## src/rtl/muldiv_seq_if.sv

```systemverilog
// ---------------------------------------------------------------------------
// muldiv_seq_if
//   Bundle between decode/regfile and the iterative multiply/divide sequencer.
//
//   master (decode side) drives:
//     start    launch a mult/div when the engine is idle
//     op       00 MULTU, 01 DIVU, 10 MULT, 11 DIV
//     a, b     operands; a is also the mthi/mtlo data
//     wr_hi    mthi request
//     wr_lo    mtlo request
//     rd_hilo  mfhi/mflo sitting in decode this cycle
//   slave (sequencer side) drives:
//     hi, lo   architectural HI/LO registers
//     busy     engine iterating or fixing up
//     done     one-cycle pulse after HI/LO are written by an op
//     stall    hold the requester; combinational
// ---------------------------------------------------------------------------
interface muldiv_seq_if #(
  parameter int WIDTH = 32
);
  logic             start;
  logic [1:0]       op;
  logic [WIDTH-1:0] a;
  logic [WIDTH-1:0] b;
  logic             wr_hi;
  logic             wr_lo;
  logic             rd_hilo;
  logic [WIDTH-1:0] hi;
  logic [WIDTH-1:0] lo;
  logic             busy;
  logic             done;
  logic             stall;

  modport master (
    output start, op, a, b, wr_hi, wr_lo, rd_hilo,
    input  hi, lo, busy, done, stall
  );

  modport slave (
    input  start, op, a, b, wr_hi, wr_lo, rd_hilo,
    output hi, lo, busy, done, stall
  );
endinterface

```

## src/rtl/muldiv_seq.sv

```systemverilog
// ---------------------------------------------------------------------------
// muldiv_seq
//   Radix-2 iterative multiply/divide engine that owns the HI/LO pair.
//   One shift-add (multiply) or restoring-subtract (divide) step per clock,
//   sequenced IDLE -> RUN (WIDTH cycles) -> FIX (1 cycle) -> IDLE.
//
//   Ports:
//     i_clk      core clock, all state on posedge
//     i_reset_n  asynchronous active-low reset
//     bus        muldiv_seq_if.slave: start/op/a/b/wr_hi/wr_lo/rd_hilo in,
//                hi/lo/busy/done/stall out
//
//   Build option:
//     MULDIV_SIGNED_EN  when defined, op 10/11 are signed MULT/DIV (magnitudes
//                       captured at start, signs restored in FIX). When
//                       undefined, op[1] is ignored and no negation logic
//                       exists; FIX still takes one cycle.
// ---------------------------------------------------------------------------
module muldiv_seq #(
  parameter int WIDTH = 32
) (
  input  logic        i_clk,
  input  logic        i_reset_n,
  muldiv_seq_if.slave bus
);

  localparam int CW = (WIDTH > 1) ? $clog2(WIDTH) : 1;

  typedef enum logic [1:0] {
    S_IDLE = 2'd0,
    S_RUN  = 2'd1,
    S_FIX  = 2'd2
  } state_t;

  state_t           r_state;
  logic [CW-1:0]    r_cnt;
  logic             r_div;
  logic [WIDTH-1:0] r_opb;     // multiplicand (mul) or divisor (div)
  logic [WIDTH-1:0] r_ph;      // product high / partial remainder
  logic [WIDTH-1:0] r_pl;      // multiplier shifting out / quotient shifting in
  logic [WIDTH-1:0] r_hi;
  logic [WIDTH-1:0] r_lo;
  logic             r_busy;
  logic             r_done;

  logic [WIDTH-1:0] w_a_mag;
  logic [WIDTH-1:0] w_b_mag;
  logic [WIDTH-1:0] w_hi_res;
  logic [WIDTH-1:0] w_lo_res;

  // Multiply step: WIDTH+1 bit accumulator keeps the carry, then {acc, pl} >> 1.
  logic [WIDTH:0]   w_macc;
  assign w_macc = {1'b0, r_ph} + (r_pl[0] ? {1'b0, r_opb} : {(WIDTH+1){1'b0}});

  // Divide step: shift next dividend bit into the remainder, trial-subtract.
  logic [WIDTH:0]   w_shift;
  logic [WIDTH:0]   w_diff;
  logic             w_ge;
  assign w_shift = {r_ph, r_pl[WIDTH-1]};
  assign w_diff  = w_shift - {1'b0, r_opb};
  assign w_ge    = (w_shift >= {1'b0, r_opb});

`ifdef MULDIV_SIGNED_EN
  function automatic logic [WIDTH-1:0] neg_w(input logic [WIDTH-1:0] v);
    logic signed [WIDTH-1:0] s;
    s = signed'(v);
    return unsigned'(-s);
  endfunction

  function automatic logic [2*WIDTH-1:0] neg_2w(input logic [2*WIDTH-1:0] v);
    logic signed [2*WIDTH-1:0] s;
    s = signed'(v);
    return unsigned'(-s);
  endfunction

  logic               w_a_neg;
  logic               w_b_neg;
  logic               r_neg_q;   // signs differ: negate product / quotient
  logic               r_neg_r;   // dividend negative: negate remainder
  logic               r_dbz;     // divide by zero: quotient left as all ones
  logic [2*WIDTH-1:0] w_prod;
  logic [2*WIDTH-1:0] w_prod_fix;
  logic [WIDTH-1:0]   w_q_fix;
  logic [WIDTH-1:0]   w_r_fix;

  assign w_a_neg = bus.op[1] & bus.a[WIDTH-1];
  assign w_b_neg = bus.op[1] & bus.b[WIDTH-1];
  assign w_a_mag = w_a_neg ? neg_w(bus.a) : bus.a;
  assign w_b_mag = w_b_neg ? neg_w(bus.b) : bus.b;

  assign w_prod     = {r_ph, r_pl};
  assign w_prod_fix = r_neg_q ? neg_2w(w_prod) : w_prod;
  assign w_q_fix    = (r_neg_q & ~r_dbz) ? neg_w(r_pl) : r_pl;
  // With b==0 the remainder register ends up holding |a|, so restoring the
  // dividend sign yields HI = a exactly.
  assign w_r_fix    = r_neg_r ? neg_w(r_ph) : r_ph;

  assign w_hi_res = r_div ? w_r_fix : w_prod_fix[2*WIDTH-1:WIDTH];
  assign w_lo_res = r_div ? w_q_fix : w_prod_fix[WIDTH-1:0];
`else
  logic w_unused_op1;
  assign w_unused_op1 = bus.op[1];
  assign w_a_mag  = bus.a;
  assign w_b_mag  = bus.b;
  assign w_hi_res = r_ph;
  assign w_lo_res = r_pl;
`endif

  always_ff @(posedge i_clk or negedge i_reset_n) begin
    if (!i_reset_n) begin
      r_state <= S_IDLE;
      r_cnt   <= '0;
      r_div   <= 1'b0;
      r_opb   <= '0;
      r_ph    <= '0;
      r_pl    <= '0;
      r_hi    <= '0;
      r_lo    <= '0;
      r_busy  <= 1'b0;
      r_done  <= 1'b0;
`ifdef MULDIV_SIGNED_EN
      r_neg_q <= 1'b0;
      r_neg_r <= 1'b0;
      r_dbz   <= 1'b0;
`endif
    end else begin
      r_done <= 1'b0;
      case (r_state)
        // IDLE: accept a launch, else service mthi/mtlo
        S_IDLE: begin
          if (bus.start) begin
            r_state <= S_RUN;
            r_busy  <= 1'b1;
            r_cnt   <= CW'(WIDTH - 1);
            r_div   <= bus.op[0];
            r_ph    <= '0;
            r_opb   <= bus.op[0] ? w_b_mag : w_a_mag;
            r_pl    <= bus.op[0] ? w_a_mag : w_b_mag;
`ifdef MULDIV_SIGNED_EN
            r_neg_q <= w_a_neg ^ w_b_neg;
            r_neg_r <= w_a_neg;
            r_dbz   <= (bus.b == '0);
`endif
          end else begin
            if (bus.wr_hi) r_hi <= bus.a;
            if (bus.wr_lo) r_lo <= bus.a;
          end
        end
        // RUN: one radix-2 iteration per edge, WIDTH edges total
        S_RUN: begin
          if (r_div) begin
            r_ph <= w_ge ? w_diff[WIDTH-1:0] : w_shift[WIDTH-1:0];
            r_pl <= {r_pl[WIDTH-2:0], w_ge};
          end else begin
            r_ph <= w_macc[WIDTH:1];
            r_pl <= {w_macc[0], r_pl[WIDTH-1:1]};
          end
          if (r_cnt == '0) begin
            r_state <= S_FIX;
          end else begin
            r_cnt <= r_cnt - 1'b1;
          end
        end
        // FIX: commit (sign-corrected) result to HI/LO
        S_FIX: begin
          r_hi    <= w_hi_res;
          r_lo    <= w_lo_res;
          r_done  <= 1'b1;
          r_busy  <= 1'b0;
          r_state <= S_IDLE;
        end
        default: begin
          r_state <= S_IDLE;
          r_busy  <= 1'b0;
        end
      endcase
    end
  end

  assign bus.hi    = r_hi;
  assign bus.lo    = r_lo;
  assign bus.busy  = r_busy;
  assign bus.done  = r_done;
  assign bus.stall = r_busy & (bus.start | bus.wr_hi | bus.wr_lo | bus.rd_hilo);

endmodule

```

## src/flat_wrapper.sv

```systemverilog
// flat-port wrapper written by rule: the top's interface ports become plain ports
module muldiv_seq_flat 
#(
  parameter int WIDTH = 32
)
  (i_clk, i_reset_n, bus_start, bus_op, bus_a, bus_b, bus_wr_hi, bus_wr_lo, bus_rd_hilo, bus_hi, bus_lo, bus_busy, bus_done, bus_stall);
  muldiv_seq_if #(.WIDTH(WIDTH)) bus_i ();
  input  logic i_clk;
  input  logic i_reset_n;
  input wire logic [$bits(bus_i.start)-1:0] bus_start;
  input wire logic [$bits(bus_i.op)-1:0] bus_op;
  input wire logic [$bits(bus_i.a)-1:0] bus_a;
  input wire logic [$bits(bus_i.b)-1:0] bus_b;
  input wire logic [$bits(bus_i.wr_hi)-1:0] bus_wr_hi;
  input wire logic [$bits(bus_i.wr_lo)-1:0] bus_wr_lo;
  input wire logic [$bits(bus_i.rd_hilo)-1:0] bus_rd_hilo;
  output wire logic [$bits(bus_i.hi)-1:0] bus_hi;
  output wire logic [$bits(bus_i.lo)-1:0] bus_lo;
  output wire logic [$bits(bus_i.busy)-1:0] bus_busy;
  output wire logic [$bits(bus_i.done)-1:0] bus_done;
  output wire logic [$bits(bus_i.stall)-1:0] bus_stall;
  assign bus_i.start = bus_start;
  assign bus_i.op = bus_op;
  assign bus_i.a = bus_a;
  assign bus_i.b = bus_b;
  assign bus_i.wr_hi = bus_wr_hi;
  assign bus_i.wr_lo = bus_wr_lo;
  assign bus_i.rd_hilo = bus_rd_hilo;
  assign bus_hi = bus_i.hi;
  assign bus_lo = bus_i.lo;
  assign bus_busy = bus_i.busy;
  assign bus_done = bus_i.done;
  assign bus_stall = bus_i.stall;
  muldiv_seq #(.WIDTH(WIDTH)) u_core (.i_clk(i_clk), .i_reset_n(i_reset_n), .bus(bus_i));
endmodule
```

## config.mk

```make
export PLATFORM = sky130hd
export DESIGN_NAME = muldiv_seq_flat
export DESIGN_NICKNAME = d
export VERILOG_FILES = /design/src/rtl/muldiv_seq_if.sv /design/src/rtl/muldiv_seq.sv /design/src/flat_wrapper.sv
export SDC_FILE = /design/constraint.sdc
export NUM_CORES = 1
export LEC_CHECK = 0
export ABC_AREA = 0
export CAP_MARGIN = 5
export CORE_AREA = 5 5 180 182
export DETAILED_ROUTE_END_ITERATION = 8
export DIE_AREA = 0 0 185 187
export DONT_BUFFER_PORTS = 1
export GPL_TIMING_DRIVEN = 0
export PLACE_DENSITY_LB_ADDON = 0.15
export SYNTH_ARGS = -nofsm -noshare
export SYNTH_HDL_FRONTEND = slang
export SYNTH_SLANG_ARGS = --single-unit
```

## constraint.sdc

```tcl
create_clock -name i_clk -period 3.69 [get_ports i_clk]
set_input_delay 0.9225 -clock i_clk [delete_from_list [all_inputs] [get_ports i_clk]]
set_output_delay 0.9225 -clock i_clk [all_outputs]
set_load 0.02 [all_outputs]
```

* Word level (Yosys, flattened, before mapping)
Index checks and enable logic that the tools add are counted.
** Storage, ports and cells
- Register bits :: 170
- Output and inout bits :: 67
- Bits in writable memories :: 0
- ROM bits :: 0
- Input port bits :: 72
- Memories :: 0
- Bits in latches :: 0
** Operators by class
- $mul :: 0
- $add $sub $neg :: 3
- Bitwise gates (word level) :: 5
- Reduce and logical (&&, ||, !) cells :: 11
- Order comparisons :: 1
- Multiplexer cells :: 25
- Shift-type cells :: 0
- Equality and inequality tests :: 8
- Divide/modulo/power cells :: 0
** Operator list (number)
- $mux W32 :: 12
- $pmux W32 S2 :: 4
- $add A32 B32 Y33 :: 1
- $ge A33 B32 Y1 :: 1
- $sub A32 B32 Y32 :: 1
- $mux W5 :: 2
- $ne A2 B2 Y1 const B :: 5
- $pmux W5 S2 :: 1
- $reduce_and A3 Y1 :: 3
- $reduce_and A2 Y1 :: 4
- $logic_not A5 Y1 :: 1
- $sub A5 B1 Y5 const B :: 1
- $mux W2 :: 2
- $pmux W2 S2 :: 1
- $reduce_bool A2 Y1 :: 2
- $or A1 B1 Y1 :: 3
- $eq A2 B1 Y1 const B :: 1
- $eq A2 B2 Y1 const B :: 1
- $logic_not A2 Y1 :: 1
- $mux W1 :: 2
- $ne A2 B1 Y1 const B :: 1
- $pmux W1 S2 :: 1
- $and A1 B1 Y1 :: 1
- $not A1 Y1 :: 1

* Longest topological paths before layout
Gate-level depths: netlist of the first run.
- Word-level depth :: 4
- Depth in mapped cells :: 15
- Depth with buffers taken out :: 14

* Worst setup path before layout of the first run
Ideal clock, no wire load.
- Path kind :: reg-to-reg
- Start :: register u_core.r_pl[0]
- End :: register u_core.r_ph[28]
- Path buffers :: 1
- Clock period less this slack :: 2.983 ns
- Data arrival time :: 2.862 ns
- Cell stages (with the launch flop) :: 14
- Setup slack :: 0.707 ns
- Cell sequence :: dfrtp_1 -> clkbuf_1 -> and2_1 -> ha_1 -> a21o_1 -> a21oi_1 -> o21ai_0 -> or3b_2 -> o21ai_2 -> a2bb2oi_1 -> o311ai_0 -> xor2_1 -> o21ai_0 -> o21ai_1
** On the way
- Cells in the longest elaborated chain, start to end :: 4
** RTL lines
- from (decl) :: RTL line muldiv_seq.sv:40 : logic [WIDTH-1:0] r_pl;
- from (signal assigned) :: RTL line muldiv_seq.sv:138 : r_pl <= bus.op[0] ? w_a_mag : w_b_mag;
- from (signal assigned) :: RTL line muldiv_seq.sv:153 : r_pl <= {r_pl[WIDTH-2:0], w_ge};
- from (signal assigned) :: RTL line muldiv_seq.sv:156 : r_pl <= {w_macc[0], r_pl[WIDTH-1:1]};
- $mux W32 :: RTL line muldiv_seq.sv:53 : assign w_macc = {1'b0, r_ph} + (r_pl[0] ? {1'b0, r_opb} : {(WIDTH+1){1'b0}});
- $add A32 B32 Y33 :: RTL line muldiv_seq.sv:53
- $mux W32 :: RTL line muldiv_seq.sv:151 : if (r_div) begin
- $pmux W32 S2 :: RTL line muldiv_seq.sv:128 : case (r_state)
- to (signal assigned) :: RTL line muldiv_seq.sv:152 : r_ph <= w_ge ? w_diff[WIDTH-1:0] : w_shift[WIDTH-1:0];
- to (signal assigned) :: RTL line muldiv_seq.sv:155 : r_ph <= w_macc[WIDTH:1];
- to (decl) :: RTL line muldiv_seq.sv:39 : logic [WIDTH-1:0] r_ph;
No other way between the ends.
A chain may end at the register's enable or synchronous reset.

* Worst setup path after layout of the first run
- Start :: register u_core.r_pl[0]
- End :: register u_core.r_ph[29]
Same word-level chain as after synthesis.

==> results of run 1 <==
-- critical path, cell delays in order, from the launching register on --
cell      delay [ps]
dfrtp_2          490
clkbuf_4         250
and2_1           140
ha_1             160
inv_1             60
fa_1             390
nand2b_1         220
a21oi_2          220
o21bai_1         110
nand3_1          200
a211oi_2         160
o21ai_2          200
nand4_1          200
a21oi_1          200
a31oi_1           80
a32o_1           300
-- sequential cells by signal, indices dropped and copies added, names as in the netlist --
signal           cells
u_core.bus.hi       32
u_core.bus.lo       32
u_core.r_opb        32
u_core.r_ph         32
u_core.r_pl         32
u_core.r_cnt         5
u_core.r_state       2
u_core.bus.busy      1
u_core.bus.done      1
u_core.r_div         1
-- placed cells by master (no fill, tap or decap), types with 28 or more instances in the layout --
cell      count
a21o_1       29
a21oi_1     109
a222oi_1     64
and2_1       41
clkbuf_1     62
dfrtp_1     169
ha_1         66
inv_1       116
mux2_2       32
mux2i_1      70
nand2_1     134
nor2_1       90
o21ai_0      99
xnor2_1      28
xor2_1       28
-- synthesized netlist by cell type, types with 29 or more instances --
library cell	number	area, um^2
a21o_1	29	218
a21oi_1	110	551
a222oi_1	64	641
and2_1	41	257
clkbuf_1	64	240
dfrtp_1	170	4250
ha_1	66	826
inv_1	116	435
mux2_2	32	360
mux2i_1	70	701
nand2_1	134	503
nor2_1	90	338
o21ai_0	100	500
-- stage by stage --
step,hold WS (ps),power (mW),utilization [%],TNS (ps)
6_report,187,15.5,43.5,0
4_1_cts,163,15.5,43.4,0
3_3_place_gp,483,13.4,41.3,-950
3_5_place_dp,497,13.5,41.3,-1020
5_1_grt,156,16.8,43.5,0
2_1_floorplan,463,10.9,-,0
-- metal layers --
layer  vias to the layer above  routed length (um)  track usage (%)  share of wire, %
met1                      5191               18400             32.6                45
met2                       357               19300             38.2                47
met3                        34                2870             5.66               7.0
met4                         0                 641             5.28               1.6
li1                       5044                   -                -                 -
met5                         -                   0                0                 0
-- logic make-up after synthesis --
logic type / Yosys count / share of synthesized area [%]
simple gates: 363 / 14.3
flops: 170 / 35.3
fa+ha+maj: 68 / 7.17
buf+inv: 202 / 6.80
mux: 102 / 8.79
compound gates: 422 / 23.6
xor+xnor: 56 / 4.06
-- what timing repair did --
action	CTS	global route
buffers inserted	0	0
gates resized for setup	6	7
cloned	0	0
endpoints found under the setup margin	9	5
-- where the power goes --
group	switching (mW)	total, mW	internal, mW
logic	5.37	9.16	3.79
registers	1.64	4.44	2.80
clock network	0.806	1.93	1.13
-- cell type report --
cell class,count,area (um^2)
Fill cell,3054,17200
Multi-Input combinational cell,1011,7030
Sequential cell,170,4260
Tap cell,396,495
Clock buffer,20,467
Inverter,116,435
Buffer,86,390
Clock inverter,12,163
-- worst min path at each step --
| stage | from | endpoint | slack [ps] | cells past startpoint |
|---|---|---|---|---|
| after floorplan | u_core.r_opb[10] | u_core.r_opb[10] | 460 | 2 |
| after detailed placement | u_core.r_opb[30] | u_core.r_opb[30] | 500 | 2 |
| after global placement | u_core.r_opb[30] | u_core.r_opb[30] | 480 | 2 |
| after global routing | i_reset_n | u_core.bus.lo[9] | 160 | 0 |
| after CTS | i_reset_n | u_core.bus.lo[10] | 160 | 0 |
| final | i_reset_n | u_core.bus.lo[10] | 190 | 0 |
==> summary.txt, run 1 <==
Pwr dens -> 1170 mW/mm^2
Reg-to-reg slack, setup -> 200 ps
Port-buffer cells -> 0
Worst Path Class, Setup -> reg -> reg
Max IR drop VDD -> 435 uV
Final layout net count -> 1542
Count of unresolved DRC violations after routing -> 0
Starting utilization of the core area -> 39.7%
Placed inst area -> 0.0126 mm^2
# rows -> 64
Worst setup startpoint -> u_core.r_pl[0]
Setup clock skew after layout -> 11.7 ps
Worst-path maximum fanout -> 10
Wire length per cell -> 22.7 um
Number of vias per cell after detailed routing -> 5.87
Die height -> 187 um
CTS H-tree depth -> 4
Required time at the endpoint of the critical path -> 4010 ps
Post-layout instance area -> 0.0132 mm^2
Worst setup path endpoint -> u_core.r_ph[29]
Yosys synthesis warning count -> 0
Count of hold-fix buffers inserted at cts -> 0
Number of synthesized flops with an enable pin -> 0
Number of antenna violations at the first check in global routing -> 0
Net count after synthesis -> 1523
Area delta synth->final -> 9.64%
Die outline area -> 0.0346 mm^2
Count of endpoints failing setup in the final report -> 0
ANT cells -> 0
Reported leakage power -> 6.22 nW
Count of TritonRoute iterations in the first routing pass -> 8
Wire length reported by the detailed router -> 41.2 mm
Final Wtd Congestion -> 0.897
I/O pin cnt -> 139
Proportion of layout cells with a drive suffix above 1 -> 7.07%
Run status -> completed
Reg2Reg Launch Point -> u_core.r_pl[0]
Synthesized cell area -> 0.0121 mm^2
Clock tree buffer depth -> 2
Detailed-route via count -> 10626
Gate Count Post-Synth -> 1383
RSZ-0062 raised after global routing -> no
Final setup margin -> 199 ps
Reg clk slew, reported paths -> 70 ps
Core area -> 0.0304 mm^2
Number of distinct library cells after synthesis -> 75
Inserted Clock Buffers -> 17
End of the worst register-to-register path -> u_core.r_ph[29]
Max-slew violation total from the final report -> 0
Aggregate global-route resource usage -> 23.8%
Clock latency reported for the late side of the worst-skew pair -> 440 ps
Total instance count after detailed placement -> 1779
Nature of the critical path startpoint -> register
Total grt overflow -> 0
Predominant post-synthesis flop cell -> dfrtp_1
Maximum operating frequency -> 0.286 GHz
Worst path arrival time -> 3810 ps
Half-perimeter wire length after detailed placement -> 32.2 mm
Setup WS pre-CTS -> -345 ps
Final cycle utilization of the critical path -> 94.6%
Number of flip-flops and latches in the synthesized netlist -> 170
Share of synthesized flip-flops with an asynchronous set or reset -> 100%
Worst setup EP type -> register
TritonCTS clock tree -> done
Relative slew margins -> 43.4%
Sink Count -> 170
CTS root buf -> clkbuf_16
Worst reg-to-reg path cell count -> 15
Time the worst path needs with I/O delays and setup -> 3490 ps
Largest net degree at the start of global routing -> 171
Post-synthesis average cell area -> 8.73 um^2
Number of global-route vias before repair -> 10656
First-pass GRT wire length -> 64.3 mm
Final number of hold-violating endpoints -> 0
Part of the Yosys area used for sequential elements -> 35.3%
Number of DRC markers in iteration 0 -> 1154
ANT nets after route -> 0
Max-cap violations -> 0
Measured slew at the worst slew-check pin -> 848 ps
Die Wd -> 185 um
Path class of the lowest-slack min-delay path -> in -> async
Finished Layout Cells -> 1811
Note: power is estimated with default switching activity, not from simulation.
==> inputs of run 2 (changes only) <==
Settings changed: ABC_AREA 0 to 1, CORE_AREA 5 5 180 182 to 5 5 193 195, DIE_AREA 0 0 185 187 to 0 0 198 200.
==> run 2 against run 1 <==
Compared with the run above: clock skew fell by 2.5 ps; sequential power shrank 1%; critical endpoint unchanged; highest routed layer unchanged; first-iteration DRC count is 17% higher; critical path depth rose by 5.
==> summary.txt, run 2 <==
Worst reg-to-reg path cell count -> 20 (+5)
Predominant post-synthesis flop cell -> dfrtp_1
Wire length per cell -> 19.3 um (-15%)
Proportion of layout cells with a drive suffix above 1 -> 2.36% (-4.7 points)
Number of DRC markers in iteration 0 -> 1352 (+17%)
Max-cap violations -> 0 (unchanged)
Number of antenna violations at the first check in global routing -> 0 (unchanged)
Top-area cell type share of the netlist area -> 30.5% (-4.8 points)
Final setup margin -> 378 ps (+179 ps)
TritonCTS clock tree -> done
Measured slew at the worst slew-check pin -> 1020 ps (+172 ps)
Final sum of negative setup slack -> 0 ps (unchanged)
Synthesized cell area -> 0.0140 mm^2 (+16%)
Port-buffer cells -> 0 (unchanged)
P_sw -> 9.96 mW (+27%)
Starting utilization of the core area -> 39.6% (about the same)
First-pass GRT wire length -> 81.3 mm (+26%)
Cell type with the largest total area after synthesis -> dfrtp_1
Reg clk slew, reported paths -> 70 ps (about the same)
Worst setup EP type -> register
Total grt overflow -> 0 (unchanged)
Die Wd -> 198 um (+7.0%)
Final cycle utilization of the critical path -> 89.8% (-4.9 points)
Final layout net count -> 2460 (+60%)
Final number of hold-violating endpoints -> 0 (unchanged)
Most frequent cell on the critical path -> nand2_1
Sink Count -> 170 (unchanged)
Yosys synthesis warning count -> 0 (unchanged)
I/O pin cnt -> 139 (unchanged)
Part of the Yosys area used for sequential elements -> 30.5% (-4.8 points)
Most numerous cell in the Yosys netlist -> nand2_1
Clock latency reported for the late side of the worst-skew pair -> 450 ps (about the same)
RSZ-0062 raised after global routing -> no
ANT nets after route -> 0 (unchanged)
Largest net degree at the start of global routing -> 171 (unchanged)
Net count after synthesis -> 2442 (+60%)
Number of synthesized flops with an enable pin -> 0 (unchanged)
Gate Count Post-Synth -> 2302 (+66%)
Gate family responsible for the most delay along the worst path -> simple AND/OR/NAND/NOR gates
Required time at the endpoint of the critical path -> 4030 ps (+20 ps)
Half-perimeter wire length after detailed placement -> 44.1 mm (+37%)
Setup WS pre-CTS -> 58.4 ps (+404 ps)
Critical path's largest stage delay -> 610 ps (+120 ps)
Count of unresolved DRC violations after routing -> 0 (unchanged)
Relative slew margins -> 31.7% (-12 points)
Detailed-route via count -> 14680 (+38%)
Combinational Power Share -> 64.3% (+5.3 points)
Leading post-synthesis cells by cell area -> dfrtp_1 (30%), nand2_1 (21%), inv_1 (11%)
Reg-to-reg slack, setup -> 380 ps (+180 ps)
Most frequent standard cell in the layout excluding fill and tap cells -> nand2_1
Seq pwr share -> 24.8% (-3.8 points)
Time the worst path needs with I/O delays and setup -> 3310 ps (-179 ps)
Share of synthesized flip-flops with an asynchronous set or reset -> 100% (unchanged)
Worst hold-check slack -> 163 ps (-23.7 ps)
Run status -> completed
Area delta synth->final -> 8.39%
Internal power of the cells -> 7.75 mW (+0.37%)
Clock tree buffer depth -> 2 (unchanged)
Aggregate global-route resource usage -> 26.7% (+2.9 points)
Die outline area -> 0.0396 mm^2 (+14%)
Wire length reported by the detailed router -> 53.8 mm (+31%)
Most used cells in the layout excluding fill and tap cells -> nand2_1 (782), inv_1 (405), nand3_1 (192)
Worst Path Class, Setup -> reg -> reg
Pwr dens -> 1170 mW/mm^2 (-0.39%)
Number of vias per cell after detailed routing -> 5.26 (-10%)
Worst-path maximum fanout -> 10 (unchanged)
Share of power burned in the clock network -> 10.9% (-1.5 points)
Critical-path top delay cell -> dfrtp_1
Critical path depth in cells -> 20 (+5)
Count of TritonRoute iterations in the first routing pass -> 8 (unchanged)
CTS root buf -> clkbuf_16
Worst path cell trace -> clkbuf_2 > nand2_1 > inv_1 > ha_1 > inv_1 > fa_1 > inv_1 > nand3_1 > nand3_1 > nand2_1 > nand2_1 > nand2_1 > nand2_1 > nand2_1 > nand3_1 > nand3_1 > nand2_1 > inv_1 > nand2_1 > nand2_1
Post-synthesis average cell area -> 6.07 um^2 (-30%)
# rows -> 69 (+7.8%)
Nature of the critical path startpoint -> register
Worst path arrival time -> 3650 ps (-160 ps)
CTS H-tree depth -> 4 (unchanged)
Net Sw Frac -> 56.3% (+5.9 points)
Maximum operating frequency -> 0.302 GHz (+5.4%)
Max IR drop VDD -> 509 uV (+17%)
WP buf/inv -> 5 (+3)
Max-slew violation total from the final report -> 0 (unchanged)
Count of hold-fix buffers inserted at cts -> 0 (unchanged)
Core area -> 0.0352 mm^2 (+16%)
Setup clock skew after layout -> 9.22 ps (-2.48 ps)
Die height -> 200 um (+7.0%)
Number of global-route vias before repair -> 13609 (+28%)
Number of distinct library cells after synthesis -> 40 (-47%)
Final Wtd Congestion -> 0.962 (+7.2%)
Path class of the lowest-slack min-delay path -> in -> async
Inserted Clock Buffers -> 17 (unchanged)
Reported leakage power -> 8.31 nW (+34%)
Most frequent cells after synthesis -> nand2_1 (782), inv_1 (405), nand3_1 (192), nor2_1 (179), dfrtp_1 (170)
Number of flip-flops and latches in the synthesized netlist -> 170 (unchanged)
Count of endpoints failing setup in the final report -> 0 (unchanged)
==> run 2: per-stage QoR <==
step / cells / util, % / power (mW) / instance area [um^2]
after floorplan: 2302 / - / 12.3 / 14000
after global placement: 2763 / 41.3 / 15.6 / 14500
after detailed placement: 2763 / 41.3 / 15.7 / 14500
after CTS: 2793 / 43.0 / 17.7 / 15100
after global routing: 2792 / 43.0 / 19.4 / 15100
final: 2793 / 43.0 / 17.7 / 15100
==> run 2: cell type report <==
cell class | count | area [um^2]
tap | 461 | 577
multi-input combinational | 1636 | 7820
sequential | 170 | 4250
fill | 3866 | 20100
antenna | 1 | 2.50
clock inverter | 13 | 169
clock buffer | 17 | 425
buffer | 87 | 357
inverter | 408 | 1530
==> run 2: repair_timing <==
action	4_1_cts	5_1_grt
gates resized for setup	0	2
setup endpoints to repair	0	7
hold endpoints to repair	0	0
buffers inserted	0	0
==> run 2: path summary, 6_finish.rpt <==
kind	start	to
max	u_core.r_pl[0]	u_core.r_ph[29]
max in group asynchronous	i_reset_n	u_core.r_opb[24]
min in group i_clk	u_core.r_cnt[4]	u_core.r_cnt[4]
max reg2reg	u_core.r_pl[0]	u_core.r_ph[29]
min reg2reg	u_core.r_cnt[4]	u_core.r_cnt[4]
min	i_reset_n	u_core.bus.lo[26]
==> run 2: logic make-up (layout without fill, tap and decap cells) <==
family / Yosys count / after routing / share of synthesized area, %
compound gates: 339 / 339 / 13.1
xor+xnor: 23 / 23 / 1.44
fa+ha+maj: 68 / 68 / 6.20
buf+inv: 496 / 525 / 13.5
flops: 170 / 170 / 30.5
other cells: 0 / 1 / 0
simple gates: 1206 / 1206 / 35.3
==> run 2: routing by layer <==
metal | GRT usage [%] | wire length, um
met5 | 0 | 0
met4 | 6.66 | 1200
met3 | 3.66 | 3600
met2 | 42.6 | 24200
met1 | 38.5 | 24800
==> run 2: power groups by stage <==
stage / sequential, mW / combinational [mW] / clock [mW]
after global placement: 4.42 / 11.2 / 0
after floorplan: 3.85 / 8.41 / 0
after detailed placement: 4.42 / 11.3 / 0
final: 4.39 / 11.4 / 1.93
after global routing: 4.48 / 12.9 / 2.01
after CTS: 4.40 / 11.3 / 1.95
==> inputs of run 3 (changes only) <==
Clock period 3.69 ns to 3.3 ns, I/O delays scaled along.
==> run 3 against run 2 <==
Compared with the run above: wire length barely moved; sequential power grew 12%; sequential share of layout area about the same; clock power rose by 12%; first-iteration DRC count shrank 1.8%; largest power group unchanged; maximum frequency is 8.4% higher; highest routed layer unchanged; critical path depth stayed put; setup slack lost 130 ps.
==> summary.txt, run 3 (synthesis results as in run 2) <==
Number of global-route vias before repair -> 13610 (+0.0073%)
Reported leakage power -> 8.31 nW (about the same)
Combinational Power Share -> 64.3% (about the same)
Run status -> completed
Time the worst path needs with I/O delays and setup -> 3050 ps (-258 ps)
Max-cap violations -> 0 (unchanged)
Core area -> 0.0352 mm^2 (unchanged)
Final Wtd Congestion -> 0.962 (unchanged)
Setup WS pre-CTS -> -332 ps (-390 ps)
Share of the core filled with cells in the final layout -> 43.0% (about the same)
Total grt overflow -> 0 (unchanged)
Most frequent standard cell in the layout excluding fill and tap cells -> nand2_1
Critical path's largest stage delay -> 510 ps (-100 ps)
CTS root buf -> clkbuf_16
Worst path arrival time -> 3400 ps (-250 ps)
Count of hold-fix buffers inserted at cts -> 0 (unchanged)
Detailed-route via count -> 14680 (unchanged)
Path class of the lowest-slack min-delay path -> in -> async
RSZ-0062 raised after global routing -> no
Max-slew violation total from the final report -> 0 (unchanged)
ANT cells -> 0 (-1)
Number of DRC markers in iteration 0 -> 1327 (-1.8%)
Share of power burned in the clock network -> 10.9% (about the same)
Sink Count -> 170 (unchanged)
ANT nets after route -> 0 (unchanged)
# rows -> 69 (unchanged)
Most used cells in the layout excluding fill and tap cells -> nand2_1 (782), inv_1 (405), nand3_1 (191)
Count of unresolved DRC violations after routing -> 0 (unchanged)
Die Wd -> 198 um (unchanged)
Die height -> 200 um (unchanged)
Final cycle utilization of the critical path -> 92.6% (+2.8 points)
Seq pwr share -> 24.8% (about the same)
Number of antenna violations at the first check in global routing -> 0 (unchanged)
Worst hold-check slack -> 64.1 ps (-98.9 ps)
Aggregate global-route resource usage -> 26.7% (unchanged)
Proportion of layout cells with a drive suffix above 1 -> 2.45% (+0.086 points)
Reg clk slew, reported paths -> 70 ps (about the same)
Wire length per cell -> 19.3 um (about the same)
Pwr dens -> 1310 mW/mm^2 (+12%)
First-pass GRT wire length -> 81.3 mm (about the same)
Port-buffer cells -> 0 (unchanged)
Worst setup EP type -> register
Required time at the endpoint of the critical path -> 3640 ps (-390 ps)
Final setup margin -> 246 ps (-132 ps)
Worst reg-to-reg path cell count -> 20 (unchanged)
Worst path cell trace -> clkbuf_4 > nand2_1 > inv_1 > ha_1 > inv_1 > fa_1 > inv_1 > nand3_1 > nand3_2 > nand2_1 > nand2_1 > nand2_1 > nand2_1 > nand2_1 > nand3_1 > nand3_1 > nand2_1 > inv_1 > nand2_1 > nand2_1
Reg2Reg Launch Point -> u_core.r_pl[0]
Area delta synth->final -> 8.43% (about the same)
Reg-to-reg slack, setup -> 250 ps (-130 ps)
Measured slew at the worst slew-check pin -> 1050 ps (+34.0 ps)
Count of TritonRoute iterations in the first routing pass -> 5 (-3)
Starting utilization of the core area -> 39.6% (unchanged)
Net Sw Frac -> 56.3% (about the same)
Inserted Clock Buffers -> 17 (unchanged)
Relative slew margins -> 29.4% (-2.3 points)
CTS H-tree depth -> 4 (unchanged)
Number of setup buffers added after CTS -> 0 (unchanged)
Worst Path Class, Setup -> reg -> reg
Most frequent cell on the critical path -> nand2_1
Nature of the critical path startpoint -> register
Worst-path maximum fanout -> 10 (unchanged)
Wire length reported by the detailed router -> 53.8 mm (about the same)
Critical-path top delay cell -> dfrtp_2
Final layout net count -> 2460 (unchanged)
Count of endpoints failing setup in the final report -> 0 (unchanged)
Max IR drop VDD -> 569 uV (+12%)
Clock latency reported for the late side of the worst-skew pair -> 450 ps (about the same)
Worst setup startpoint -> u_core.r_pl[0]
Die outline area -> 0.0396 mm^2 (unchanged)
I/O pin cnt -> 139 (unchanged)
Final number of hold-violating endpoints -> 0 (unchanged)
Largest net degree at the start of global routing -> 171 (unchanged)
Internal power of the cells -> 8.67 mW (+12%)
Maximum operating frequency -> 0.327 GHz (+8.4%)
Setup clock skew after layout -> 8.67 ps (-0.554 ps)
TritonCTS clock tree -> done
Number of vias per cell after detailed routing -> 5.26 (about the same)
End of the worst register-to-register path -> u_core.r_ph[29]
Half-perimeter wire length after detailed placement -> 44.1 mm (unchanged)
P_sw -> 11.2 mW (+12%)
Clock tree buffer depth -> 2 (unchanged)
run 3: cell count changes in the layout (fill, tap and decap cells not counted):
cell	before	now
clkbuf_2	1	0
clkbuf_4	0	1
dfrtp_1	170	169
dfrtp_2	0	1
diode_2	1	0
nand3_1	192	191
nand3_2	1	2
run 3: layer usage:
metal / up-vias / wire [um] / GRT usage, %
li1: 7215 / - / -
met1: 6901 / 25000 / 38.5
met2: 503 / 24400 / 42.6
met3: 61 / 3360 / 3.59
met4: 0 / 1100 / 6.66
met5: - / 0 / 0
run 3: power groups by stage:
stage                     clock network, mW  registers, mW  logic [mW]
after floorplan                           0           4.30        9.41
after global placement                    0           4.94        12.5
after detailed placement                  0           4.94        12.6
after CTS                              2.18           4.94        12.6
after global routing                   2.25           5.02        14.5
final                                  2.16           4.91        12.8
run 3: timing repair:
action	in CTS	in global routing
pin swaps	0	0
endpoints found under the setup margin	10	2
resized for setup	2	3
run 3: worst max path at each step:
stage                            to  cells past startpoint
finish              u_core.r_ph[29]                     20
global route        u_core.r_ph[29]                     20
CTS                 u_core.r_ph[29]                     20
detailed placement  u_core.r_ph[29]                     21
global placement    u_core.r_ph[29]                     21
floorplan           u_core.r_ph[29]                     21
run 3: cell type report:
cell class	instances	area [um^2]
well taps	461	577
multi-input cells	1636	7830
inverters	408	1530
flip-flops and latches	170	4260
plain buffers	87	359
fillers	3864	20100
clock buffers	17	425
clock inverters	13	169
run 3: worst max-delay path: cells and delay by family, from the launching register on:
| kind | cells | cell delay (ps) |
|---|---|---|
| adder cells (fa/ha/maj) | 2 | 590 |
| buffers and inverters | 5 | 540 |
| flip-flops | 1 | 510 |
| AND/OR/NAND/NOR | 13 | 1290 |
run 3: stage by stage:
step | instance area (um^2) | setup TNS (ps) | power, mW | std cells
3_3_place_gp | 14500 | -1070 | 17.5 | 2763
4_1_cts | 15100 | 0 | 19.8 | 2792
6_report | 15100 | 0 | 19.8 | 2792
3_5_place_dp | 14500 | -1470 | 17.5 | 2763
2_1_floorplan | 14000 | 0 | 13.7 | 2302
5_1_grt | 15100 | 0 | 21.7 | 2792
